File: config.mk
export PLATFORM = sky130hd
export DESIGN_NAME = apb_rr_master
export DESIGN_NICKNAME = d
export VERILOG_FILES = /design/src/rtl/apb_pkg.sv /design/src/rtl/rr_arb2.sv /design/src/rtl/apb_rr_master.sv
export SDC_FILE = /design/constraint.sdc
export NUM_CORES = 1
export LEC_CHECK = 0
export ABC_CLOCK_PERIOD_IN_PS = 2000
export BUFFER_PORTS_ARGS = -buffer_cell sky130_fd_sc_hd__buf_2
export CAP_MARGIN = 15
export CORE_UTILIZATION = 40
export DETAILED_ROUTE_END_ITERATION = 7
export PLACE_DENSITY = 0.79
export SLEW_MARGIN = 20
export SYNTH_ARGS = -nofsm -noshare
export SYNTH_HDL_FRONTEND = slang
export SYNTH_HIERARCHICAL = 1
export SYNTH_SLANG_ARGS = --single-unit
File: constraint.sdc
create_clock -name P_clk -period 2 [get_ports P_clk]
set_clock_uncertainty 0.05 [all_clocks]
set_input_delay 0.1 -clock P_clk [delete_from_list [all_inputs] [get_ports P_clk]]
set_output_delay 0.1 -clock P_clk [all_outputs]
set_load 0.005 [all_outputs]
File: src/rtl/apb_pkg.sv
// Shared encodings for the two-requester APB master: FSM states and requester indices.
package apb_pkg;

  typedef enum logic [1:0] {
    ST_IDLE   = 2'd0,
    ST_SETUP  = 2'd1,
    ST_ACCESS = 2'd2
  } state_e;

  localparam logic REQ0 = 1'b0;
  localparam logic REQ1 = 1'b1;

endpackage

File: src/rtl/rr_arb2.sv
// Two-input round-robin arbiter; the last-served index only moves when the owner commits it.
module rr_arb2
  import apb_pkg::*;
(
  input  logic clk_i,
  input  logic rst_n_i,
  input  logic req0_i,
  input  logic req1_i,
  input  logic upd_en_i,
  input  logic upd_idx_i,
  output logic gnt_valid_o,
  output logic gnt_idx_o
);

  logic last_q;
  logic last_d;

  always_comb begin
    last_d = last_q;
    if (upd_en_i) last_d = upd_idx_i;
  end

  // Reset to REQ1 so requester 0 wins the first contested grant.
  always_ff @(posedge clk_i or negedge rst_n_i) begin
    if (!rst_n_i) last_q <= REQ1;
    else          last_q <= last_d;
  end

  assign gnt_valid_o = req0_i | req1_i;
  assign gnt_idx_o   = (req0_i && req1_i) ? ~last_q : (req1_i ? REQ1 : REQ0);

endmodule

File: src/rtl/apb_rr_master.sv
// Two-requester APB master: round-robin grant, SETUP/ACCESS sequencing, ACCESS timeout,
// registered per-requester accept/done/rdata/err.
//   state  | meaning
//   IDLE   | P_sel=0, arbitrate pending requests
//   SETUP  | P_sel=1, P_enable=0, one cycle
//   ACCESS | P_sel=1, P_enable=1, wait for P_ready or timeout
module apb_rr_master
  import apb_pkg::*;
#(
  parameter int ADDR_width = 4,
  parameter int DATA_width = 8,
  parameter int TIMEOUT    = 16
) (
  input  logic                  P_clk,
  input  logic                  P_reset_n,
  input  logic                  req0_valid,
  input  logic                  req0_write,
  input  logic [ADDR_width-1:0] req0_addr,
  input  logic [DATA_width-1:0] req0_wdata,
  input  logic                  req1_valid,
  input  logic                  req1_write,
  input  logic [ADDR_width-1:0] req1_addr,
  input  logic [DATA_width-1:0] req1_wdata,
  output logic                  req0_accept,
  output logic                  req0_done,
  output logic [DATA_width-1:0] req0_rdata,
  output logic                  req0_err,
  output logic                  req1_accept,
  output logic                  req1_done,
  output logic [DATA_width-1:0] req1_rdata,
  output logic                  req1_err,
  output logic                  P_sel,
  output logic                  P_enable,
  output logic                  P_write,
  output logic [ADDR_width-1:0] P_addr,
  output logic [DATA_width-1:0] P_wdata,
  input  logic [DATA_width-1:0] P_rdata,
  input  logic                  P_ready,
  input  logic                  P_slverr
);

  localparam int CW = $clog2(TIMEOUT);
  localparam logic [CW-1:0] CNT_LAST = CW'(TIMEOUT - 1);

  state_e                state_q, state_d;
  logic [CW-1:0]         cnt_q, cnt_d;
  logic                  grant_q, grant_d;
  logic                  psel_q, psel_d, penable_q, penable_d, pwrite_q, pwrite_d;
  logic [ADDR_width-1:0] paddr_q, paddr_d;
  logic [DATA_width-1:0] pwdata_q, pwdata_d;
  logic                  acc0_q, acc0_d, acc1_q, acc1_d, done0_q, done0_d, done1_q, done1_d;
  logic [DATA_width-1:0] rdata0_q, rdata0_d, rdata1_q, rdata1_d;
  logic                  err0_q, err0_d, err1_q, err1_d;
  logic                  arb_valid, arb_idx, upd_en;
  logic [DATA_width-1:0] rsp_rdata;
  logic                  rsp_err;

  rr_arb2 u_arb (
    .clk_i      (P_clk),
    .rst_n_i    (P_reset_n),
    .req0_i     (req0_valid),
    .req1_i     (req1_valid),
    .upd_en_i   (upd_en),
    .upd_idx_i  (grant_q),
    .gnt_valid_o(arb_valid),
    .gnt_idx_o  (arb_idx)
  );

  // A timed-out transfer reports err=1 with zero data; writes always return zero data.
  assign rsp_rdata = (P_ready && !pwrite_q) ? P_rdata : '0;
  assign rsp_err   = P_ready ? P_slverr : 1'b1;

  always_comb begin
    state_d   = state_q;
    cnt_d     = cnt_q;
    grant_d   = grant_q;
    psel_d    = psel_q;
    penable_d = penable_q;
    pwrite_d  = pwrite_q;
    paddr_d   = paddr_q;
    pwdata_d  = pwdata_q;
    acc0_d    = 1'b0;
    acc1_d    = 1'b0;
    done0_d   = 1'b0;
    done1_d   = 1'b0;
    rdata0_d  = rdata0_q;
    rdata1_d  = rdata1_q;
    err0_d    = err0_q;
    err1_d    = err1_q;
    upd_en    = 1'b0;
    unique case (state_q)
      ST_IDLE: begin
        if (arb_valid) begin
          grant_d  = arb_idx;
          pwrite_d = (arb_idx == REQ1) ? req1_write : req0_write;
          paddr_d  = (arb_idx == REQ1) ? req1_addr  : req0_addr;
          pwdata_d = (arb_idx == REQ1) ? req1_wdata : req0_wdata;
          psel_d   = 1'b1;
          acc0_d   = (arb_idx == REQ0);
          acc1_d   = (arb_idx == REQ1);
          state_d  = ST_SETUP;
        end
      end
      ST_SETUP: begin
        penable_d = 1'b1;
        cnt_d     = '0;
        state_d   = ST_ACCESS;
      end
      ST_ACCESS: begin
        if (P_ready || (cnt_q == CNT_LAST)) begin
          psel_d    = 1'b0;
          penable_d = 1'b0;
          upd_en    = 1'b1;
          state_d   = ST_IDLE;
          if (grant_q == REQ1) begin
            done1_d  = 1'b1;
            rdata1_d = rsp_rdata;
            err1_d   = rsp_err;
          end else begin
            done0_d  = 1'b1;
            rdata0_d = rsp_rdata;
            err0_d   = rsp_err;
          end
        end else begin
          cnt_d = cnt_q + 1'b1;
        end
      end
      default: state_d = ST_IDLE;
    endcase
  end

  always_ff @(posedge P_clk or negedge P_reset_n) begin
    if (!P_reset_n) begin
      state_q   <= ST_IDLE;
      cnt_q     <= '0;
      grant_q   <= REQ0;
      psel_q    <= 1'b0;
      penable_q <= 1'b0;
      pwrite_q  <= 1'b0;
      paddr_q   <= '0;
      pwdata_q  <= '0;
      acc0_q    <= 1'b0;
      acc1_q    <= 1'b0;
      done0_q   <= 1'b0;
      done1_q   <= 1'b0;
      rdata0_q  <= '0;
      rdata1_q  <= '0;
      err0_q    <= 1'b0;
      err1_q    <= 1'b0;
    end else begin
      state_q   <= state_d;
      cnt_q     <= cnt_d;
      grant_q   <= grant_d;
      psel_q    <= psel_d;
      penable_q <= penable_d;
      pwrite_q  <= pwrite_d;
      paddr_q   <= paddr_d;
      pwdata_q  <= pwdata_d;
      acc0_q    <= acc0_d;
      acc1_q    <= acc1_d;
      done0_q   <= done0_d;
      done1_q   <= done1_d;
      rdata0_q  <= rdata0_d;
      rdata1_q  <= rdata1_d;
      err0_q    <= err0_d;
      err1_q    <= err1_d;
    end
  end

  assign req0_accept = acc0_q;
  assign req1_accept = acc1_q;
  assign req0_done   = done0_q;
  assign req1_done   = done1_q;
  assign req0_rdata  = rdata0_q;
  assign req1_rdata  = rdata1_q;
  assign req0_err    = err0_q;
  assign req1_err    = err1_q;
  assign P_sel       = psel_q;
  assign P_enable    = penable_q;
  assign P_write     = pwrite_q;
  assign P_addr      = paddr_q;
  assign P_wdata     = pwdata_q;

endmodule

==> Yosys cells after proc, flatten, opt, wreduce, memory -nomap -nowiden <==
Cells that the tools add are included.
{ "word_totals": {"mem_count": 0, "ram_bits": 0, "romBits": 0, "latchBits": 0, "out_inout_bits": 37, "reg_bits": 45, "wordCells": 70, "in_bits": 40} }
{ "classes": {"n_addsub": 1, "bitwise": 4, "eq_ne": 6, "n_lt_le_gt_ge": 0, "n_shift": 0, "mux": 28, "multipliers": 0, "n_reduce_logical": 14, "div": 0} }
{ "op_table": {"columns": ["cell", "count"], "rows": [
  ["1-bit two-way mux", 18],
  ["8-bit two-way mux", 2],
  ["3-bit AND reduction", 3],
  ["4-bit two-way mux", 2],
  ["4-bit case mux with 2 select lines", 1],
  ["2-bit AND reduction", 4],
  ["2-bit != test, second input constant", 3],
  ["2-bit case mux with 3 select lines", 1],
  ["4-bit by 1-bit adder with 4-bit output, second input constant", 1],
  ["4-bit equality test, second input constant", 1],
  ["2-bit two-way mux", 2],
  ["1-bit case mux with 2 select lines", 2],
  ["2-bit nonzero test", 2],
  ["1-bit inverter", 3],
  ["2-bit by 1-bit equality test with 1-bit output, second input constant", 1],
  ["2-bit equality test, second input constant", 1],
  ["1-bit logical AND", 2],
  ["2-bit zero test", 1],
  ["1-bit zero test", 1],
  ["1-bit logical OR", 1],
  ["1-bit bitwise OR", 1]
]} }

==> Logic depth before layout (Yosys ltp) <==
Gate-level depths: netlist (run 1).
{ "depth": {"word_depth": 5, "mapped_depth": 6, "ltp_nobuf": 5} }

==> Modules after synthesis <==
The synthesis (run 1) kept the hierarchy.
{ "modules_own_cells": {"columns": ["mod", "seq_area_each_um2", "area_per_inst_um2", "instances", "cells_per_inst"], "rows": [
  ["apb_rr_master", 1101.1, 1875.5, 1, 155],
  ["rr_arb2", 26.3, 55.1, 1, 4]
]} }

==> Worst setup path before layout (run 1) <==
Ideal clock, no wire load.
{ "synth_path": {"kind": "flip-flop to flip-flop", "start": "register state_q[0]", "end": "register rdata0_q[0], in the netlist req0_rdata[0]", "stages_incl_launch_ff": 5, "period_less_slack_ns": 1.400, "slack_ns": 0.600, "t_required_ns": 1.828, "arrival_time_ns": 1.228, "path_buffers": 1, "setup_time_ns": 0.122, "path_cell_list": "dfrtp_1 -> buf_2 -> nor3b_4 -> nand2_4 -> a32o_1"} }
{ "synth_via": {"elab_chain_cells": 2} }
{ "synth_lines": {"columns": ["item", "line_no", "rtl"], "rows": [
  ["start, declared", "apb_rr_master.sv:45", "state_e state_q, state_d;"],
  ["start signal, assigned", "apb_rr_master.sv:151", "state_q <= state_d;"],
  ["2-bit equality test", "apb_rr_master.sv:91", "unique case (state_q)"],
  ["3-bit AND reduction (no source line)", null, null],
  ["end signal, assigned", "apb_rr_master.sv:163", "rdata0_q <= rdata0_d;"],
  ["end, declared", "apb_rr_master.sv:52", "logic [DATA_width-1:0] rdata0_q, rdata0_d, rdata1_q, rdata1_d;"]
]} }
Every way passes these cells.
A chain may end at the register's enable or synchronous reset.

==> Worst setup path after layout (run 1) <==
{ "layout_path": {"start": "register pwrite_q, in the netlist P_write", "end": "register rdata1_q[5], in the netlist req1_rdata[5]"} }
{ "layout_via": {"elab_chain_cells": 3} }
{ "layout_lines": {"columns": ["item", "line_no", "rtl"], "rows": [
  ["start, declared", "apb_rr_master.sv:48", "logic psel_q, psel_d, penable_q, penable_d, pwrite_q, pwrite_d;"],
  ["start signal, assigned", "apb_rr_master.sv:156", "pwrite_q <= pwrite_d;"],
  ["1-bit zero test", "apb_rr_master.sv:70", "assign rsp_rdata = (P_ready && !pwrite_q) ? P_rdata : '0;"],
  ["1-bit logical AND", "apb_rr_master.sv:70", null],
  ["8-bit two-way mux", "apb_rr_master.sv:70", null],
  ["end signal, assigned", "apb_rr_master.sv:164", "rdata1_q <= rdata1_d;"],
  ["end, declared", "apb_rr_master.sv:52", null]
]} }
Every way passes these cells.

==> out/summary.txt, run 1 <==
Number of buffers between clock root and the deepest sink -> 2
Number of synthesized register bits -> 45
Setup repair after global routing missed its margin -> false
Final critical-path setup slack -> 0.405 ns
Total of endpoints with negative setup slack in the final report -> 0
WL final -> 4.18 mm
First-pass GRT wire length -> 7.08 mm
Number of synthesized flops with an enable pin -> 0
Antenna violations before repair -> 0
Max-cap check violation count -> 0
Total area of sequential cells -> 1130 um^2
Main flop type after synthesis -> sky130_fd_sc_hd__dfrtp_1
Path type of the worst setup path -> reg2reg
PwrDens -> 1370 nW/um^2
Initial core utilization -> 42.9%
Top Family by Delay on Critical Path -> simple AND/OR/NAND/NOR gates
Type of the tightest min-delay check -> in2reg
Area of combinational cells with multiple inputs -> 738 um^2
Detail Placement HPWL -> 3.10 mm
Final critical path time including I/O delays and setup -> 1.60 ns
Share of post-route cells with drive strength above 1 -> 41.7%
Critical path cell sequence -> nor2_1, a32o_1
Final net count -> 281
Drt wl/cell -> 14.3 um
Busiest metal layer after global routing -> met2
Global Route Usage Sum -> 18.2%
Critical path buffer and inverter count -> 0
Number of instances in the synthesized netlist -> 159
Synth unique cells -> 37
DRC marker count from the first detailed-route iteration -> 84
GPL Wtd Cong -> 0.798
Via count of the first global-routing pass -> 1,503
Pre-CTS WS -> 0.442 ns
Num rows -> 24
H-Tree Level Count -> 2
CTS tree -> built
CP Data Required Time -> 2.17 ns
Share of the synthesized area in the top cell type -> 57.0%
Count of instances resized after the clock tree is built -> 0
Final TNS setup -> 0 ns
Part of the cycle the worst path needs -> 79.8%
Final slew viol count -> 0
Placed cell count -> 284
Post-Syn Area -> 1930 um^2
Timing-limited maximum frequency -> 0.627 GHz
Normalized max-slew margin -> 29.9%
Num CTS Buffers -> 5
PortBufs -> 76
Fill count -> 405
Die outline width -> 71.5 um
Outcome -> finished clean
Drt drc -> 0
Slowest stage delay, CP -> 0.81 ns
Die footprint -> 5110 um^2
Total leakage power -> 1.26 nW
Largest net degree at the start of global routing -> 26
Met2 global-route usage -> 28.5%
Number of nets in the synthesized netlist -> 200
Height of the die -> 71.5 um
Total chip power -> 3.38 mW
Met3 usage in global routing -> 4.50%
Register area share after synthesis -> 58.4%
Filler-free cell count of the finished design -> 292
Final hold slack -> 0.0225 ns
Crit end category -> flip-flop
Clock transition at path regs -> 0.07 ns
Residual overflow from global routing -> 0
Root buffer selected by CTS -> sky130_fd_sc_hd__clkbuf_8
Arrival time at the worst endpoint -> 1.76 ns
Largest cells by area after synthesis -> sky130_fd_sc_hd__dfrtp_1, sky130_fd_sc_hd__a32o_1, sky130_fd_sc_hd__mux2i_1
Antenna violation net count after detailed routing -> 0
Actual slew at the worst max-slew pin -> 1.05 ns
Via count -> 1,543
Cell with the largest stage delay on the worst path -> sky130_fd_sc_hd__nor2_1
Num ports -> 77
FFs w/ async S/R, synth -> 100%
Number of iterations in the first detailed-routing pass -> 4
Number of vias per cell -> 5.28
Area Overhead vs Synth -> 28.0%
Largest fanout of any net on the critical path -> 16
Post-synth top area cell -> sky130_fd_sc_hd__dfrtp_1
Hold Fails Final Rpt -> 0
Clk Latency, worst-skew pair -> 0.28 ns
Placeable Area -> 4500 um^2
Critical Path Source Type -> flip-flop
Number of diodes -> 0
Average cell area after synthesis -> 12.1 um^2
# clock sinks -> 45
Synth warn -> 6
Met1 demand-to-capacity share in global routing -> 24.9%
Worst IR drop on VDD -> 0.614 mV
logic make-up after synthesis:
| kind of cell | synth area share [%] |
|---|---|
| flops | 58.4 |
| compound gates | 17.4 |
| simple gates | 10.8 |
| mux | 8.62 |
| buf+inv | 3.56 |
| fa+ha+maj | 1.17 |
metrics by stage:
stage / util [%] / cell area (um^2)
2_1_floorplan: - / 1930
3_3_place_gp: 52.7 / 2370
3_5_place_dp: 52.7 / 2370
4_1_cts: 54.9 / 2470
5_1_grt: 54.9 / 2470
6_report: 54.9 / 2470
routing by layer:
metal  share of wire, %  routed length, um  vias up
met5                  0                  0        -
met4               0.50                 21        0
met1                 45               1880      734
met3                5.3                222        2
li1                   -                  -      748
met2                 49               2060       59
Yosys cell counts, types with 2 or more instances:
cell type	n
sky130_fd_sc_hd__mux2i_1	14
sky130_fd_sc_hd__nand2_1	4
sky130_fd_sc_hd__a21oi_1	15
sky130_fd_sc_hd__a31oi_1	4
sky130_fd_sc_hd__nor2b_1	3
sky130_fd_sc_hd__buf_2	7
sky130_fd_sc_hd__a32o_1	16
sky130_fd_sc_hd__dfrtp_1	44
sky130_fd_sc_hd__o22ai_1	2
sky130_fd_sc_hd__nor2_1	19
sky130_fd_sc_hd__inv_1	4
sky130_fd_sc_hd__buf_4	2
flip-flops by register name, summed over array words and instances (netlist names), 2 cells and up:
register,flops
state_q,2
cnt_q,4
req1_rdata,8
req0_rdata,8
P_wdata,8
P_addr,4
worst paths after layout:
check	slack [ns]	cells past startpoint	from	end
hold / removal	0.02	2	P_rdata[1]	req0_rdata[1]
hold reg to reg	0.45	1	req0_rdata[1]	req0_rdata[1]
min in group asynchronous	0.24	2	P_reset_n	req1_accept
setup / recovery	0.40	2	P_write	req1_rdata[5]
max in group asynchronous	0.97	3	P_reset_n	req1_rdata[4]
setup reg to reg	0.40	2	P_write	req1_rdata[5]
power breakdown:
| group | leakage [nW] | switching [mW] | internal, mW | total [mW] |
|---|---|---|---|---|
| combinational | 0.657 | 0.609 | 0.656 | 1.26 |
| sequential | 0.556 | 0.283 | 1.30 | 1.58 |
| clock | 0.0443 | 0.266 | 0.274 | 0.540 |
| total | 1.26 | 1.16 | 2.23 | 3.38 |
cell usage in the layout, fill, tap and decap left out, types with 2 or more instances in the layout:
master,instances
sky130_fd_sc_hd__buf_2,76
sky130_fd_sc_hd__dfrtp_1,44
sky130_fd_sc_hd__nor2_1,19
sky130_fd_sc_hd__a32o_1,16
sky130_fd_sc_hd__a21oi_1,15
sky130_fd_sc_hd__mux2i_1,14
sky130_fd_sc_hd__clkbuf_8,6
sky130_fd_sc_hd__buf_4,6
sky130_fd_sc_hd__inv_1,4
sky130_fd_sc_hd__a31oi_1,4
sky130_fd_sc_hd__nand2_1,4
sky130_fd_sc_hd__nor2b_1,3
sky130_fd_sc_hd__o22ai_1,2
final cells by class:
type	instances	area share, %
clock buffer	7	3.49
inverter	5	0.759
multi-input combinational	100	29.9
sequential	45	45.6
tap	52	2.63
timing repair buffer	83	17.6
what timing repair did:
item	4_1_cts	5_1_grt
endpoints found under the setup margin	0	0
buffers inserted	0	0
hold buffers	1	0
hold endpoints to repair	19	0
(Power assumes the default switching activity.)
==> run 2, diff against run 1 <==
--- a/config.mk
+++ b/config.mk
@@ -5,12 +5,12 @@
 export SDC_FILE = /design/constraint.sdc
 export NUM_CORES = 1
 export LEC_CHECK = 0
-export ABC_CLOCK_PERIOD_IN_PS = 2000
+export ABC_CLOCK_PERIOD_IN_PS = 1450
 export BUFFER_PORTS_ARGS = -buffer_cell sky130_fd_sc_hd__buf_2
 export CAP_MARGIN = 15
 export CORE_UTILIZATION = 40
 export DETAILED_ROUTE_END_ITERATION = 7
-export PLACE_DENSITY = 0.79
+export PLACE_DENSITY = 0.82
 export SLEW_MARGIN = 20
 export SYNTH_ARGS = -nofsm -noshare
 export SYNTH_HDL_FRONTEND = slang
==> constraint.sdc (replaced) <==
create_clock -name P_clk -period 1.45 [get_ports P_clk]
set_clock_uncertainty 0.05 [all_clocks]
set_input_delay 0.0725 -clock P_clk [delete_from_list [all_inputs] [get_ports P_clk]]
set_output_delay 0.0725 -clock P_clk [all_outputs]
set_load 0.005 [all_outputs]
==> out/summary.txt, run 2 (synthesis gave the netlist of run 1 again) <==
CTS tree -> built (unchanged)
Total leakage power -> 1.36 nW (was 1.26 nW)
Commonest non-fill, non-tap cells in the layout -> sky130_fd_sc_hd__buf_2, sky130_fd_sc_hd__dfrtp_1, sky130_fd_sc_hd__nor2_1 (unchanged)
Normalized max-slew margin -> 56.4% (was 29.9%)
Arrival time at the worst endpoint -> 1.53 ns (was 1.76 ns)
Final TNS setup -> 0 ns (unchanged)
H-Tree Level Count -> 2 (unchanged)
Height of the die -> 71.5 um (unchanged)
Area Overhead vs Synth -> 40.4% (was 28.0%)
Worst setup path startpoint -> cnt_q[0] (was P_write)
Clock transition at path regs -> 0.08 ns (was 0.07 ns)
Largest net degree at the start of global routing -> 25 (was 26)
Internal reg-to-reg setup slack -> 0.06 ns (was 0.40 ns)
Residual overflow from global routing -> 0 (unchanged)
PortBufs -> 76 (unchanged)
Num CTS Buffers -> 5 (unchanged)
Root buffer selected by CTS -> sky130_fd_sc_hd__clkbuf_8 (unchanged)
Via count -> 1,670 (was 1,543)
Part of the cycle the worst path needs -> 96.1% (was 79.8%)
Number of vias per cell -> 5.40 (was 5.28)
CP Data Required Time -> 1.59 ns (was 2.17 ns)
Drt drc -> 0 (unchanged)
Number of iterations in the first detailed-routing pass -> 4 (unchanged)
Placeable Area -> 4500 um^2 (unchanged)
Max-cap check violation count -> 0 (unchanged)
Via count of the first global-routing pass -> 1,577 (was 1,503)
Global Route Usage Sum -> 18.8% (was 18.2%)
Critical Path Sink -> req0_err (was req1_rdata[5])
Path type of the worst setup path -> reg2reg (unchanged)
Initial core utilization -> 42.9% (unchanged)
Drt wl/cell -> 14.8 um (was 14.3 um)
Final net count -> 297 (was 281)
Setup repair after global routing missed its margin -> false (unchanged)
First-pass GRT wire length -> 7.42 mm (was 7.08 mm)
Total of endpoints with negative setup slack in the final report -> 0 (unchanged)
Total chip power -> 5.15 mW (was 3.38 mW)
Reg2Reg Launch Point -> cnt_q[0] (was P_write)
Antenna violations before repair -> 0 (unchanged)
Endpoint of the lowest-slack register-to-register path -> req0_err (was req1_rdata[5])
Num ports -> 77 (unchanged)
Antenna violation net count after detailed routing -> 0 (unchanged)
Leading cell type in the layout, fill and taps excluded -> sky130_fd_sc_hd__buf_2 (unchanged)
Detail Placement HPWL -> 3.25 mm (was 3.10 mm)
DRC marker count from the first detailed-route iteration -> 88 (was 84)
Hold Fails Final Rpt -> 0 (unchanged)
Number of diodes -> 0 (unchanged)
WL final -> 4.57 mm (was 4.18 mm)
GPL Wtd Cong -> 0.869 (was 0.798)
Num rows -> 24 (unchanged)
Final critical-path setup slack -> 0.0560 ns (was 0.405 ns)
Type of the tightest min-delay check -> in2reg (unchanged)
# clock sinks -> 45 (unchanged)
Actual slew at the worst max-slew pin -> 0.653 ns (was 1.05 ns)
Final slew viol count -> 0 (unchanged)
Share of post-route cells with drive strength above 1 -> 44.4% (was 41.7%)
Critical Path Source Type -> flip-flop (unchanged)
Largest fanout of any net on the critical path -> 9 (was 16)
Timing-limited maximum frequency -> 0.717 GHz (was 0.627 GHz)
Post-layout utilization of the core -> 60.2% (was 54.9%)
Worst IR drop on VDD -> 0.874 mV (was 0.614 mV)
Number of buffers between clock root and the deepest sink -> 2 (unchanged)
Pre-CTS WS -> -0.0791 ns (was 0.442 ns)
Final hold slack -> 0.0163 ns (was 0.0225 ns)
Die footprint -> 5110 um^2 (unchanged)
Final critical path time including I/O delays and setup -> 1.39 ns (was 1.60 ns)
Outcome -> finished clean (unchanged)
Number of cells traversed by the worst register-to-register path -> 5 (was 2)
Number of buffers inserted to repair setup after CTS -> 0 (unchanged)
Die outline width -> 71.5 um (unchanged)
Crit end category -> flip-flop (unchanged)
PwrDens -> 1900 nW/um^2 (was 1370 nW/um^2)
Clk Latency, worst-skew pair -> 0.30 ns (was 0.28 ns)
-- run 2: area by class of cell --
| cell class | instances | area, um^2 |
|---|---|---|
| fillers | 387 | 1790 |
| well taps | 52 | 65.1 |
| clock buffers | 6 | 82.6 |
| clock inverters | 2 | 37.5 |
| flip-flops and latches | 45 | 1130 |
| inverters | 5 | 18.8 |
| multi-input cells | 101 | 768 |
| repair buffers | 98 | 609 |
-- run 2: stage by stage --
| step | cell area (um^2) | cells |
|---|---|---|
| after floorplan | 1930 | 159 |
| after global placement | 2470 | 291 |
| after detailed placement | 2470 | 291 |
| after CTS | 2690 | 308 |
| after global routing | 2710 | 309 |
| final | 2710 | 309 |
-- run 2: report_power, final --
group	total, mW	switching (mW)	internal (mW)
combinational	2.00	0.932	1.07
sequential	2.17	0.375	1.79
clock	0.980	0.420	0.560
-- run 2: worst max-delay path: stages, from the launching register on --
cell	delay [ns]
sky130_fd_sc_hd__dfrtp_1	0.39
sky130_fd_sc_hd__ha_1	0.26
sky130_fd_sc_hd__a31o_4	0.28
sky130_fd_sc_hd__nand2_4	0.13
sky130_fd_sc_hd__inv_2	0.05
sky130_fd_sc_hd__a2bb2oi_2	0.12
-- run 2: metal layers --
| metal | global-route usage, % | up-vias | wire (um) |
|---|---|---|---|
| met5 | 0 | - | 0 |
| met4 | 5.66 | 0 | 58 |
| met3 | 5.63 | 8 | 280 |
| met2 | 29.9 | 61 | 2210 |
| met1 | 25.1 | 819 | 2010 |
| li1 | - | 782 | - |
-- run 2: what timing repair did --
item,in CTS,in global routing
cloned,0,1
pin swaps,0,1
endpoints found under the setup margin,17,21
resized for setup,3,4
hold endpoints to repair,36,0
hold buffers,9,0
-- run 2: how the worst min path moves through the flow --
stage               depth (start not counted)  slack, ns    endpoint          from
finish                                      3       0.02   P_addr[2]  req0_addr[2]
global placement                            1       0.02  P_wdata[7]     P_reset_n
floorplan                                   0      -0.27   P_addr[0]     P_reset_n
global route                                3       0.02   P_addr[0]  req0_addr[0]
CTS                                         3       0.01   P_addr[1]  req0_addr[1]
detailed placement                          1       0.02  P_wdata[7]     P_reset_n
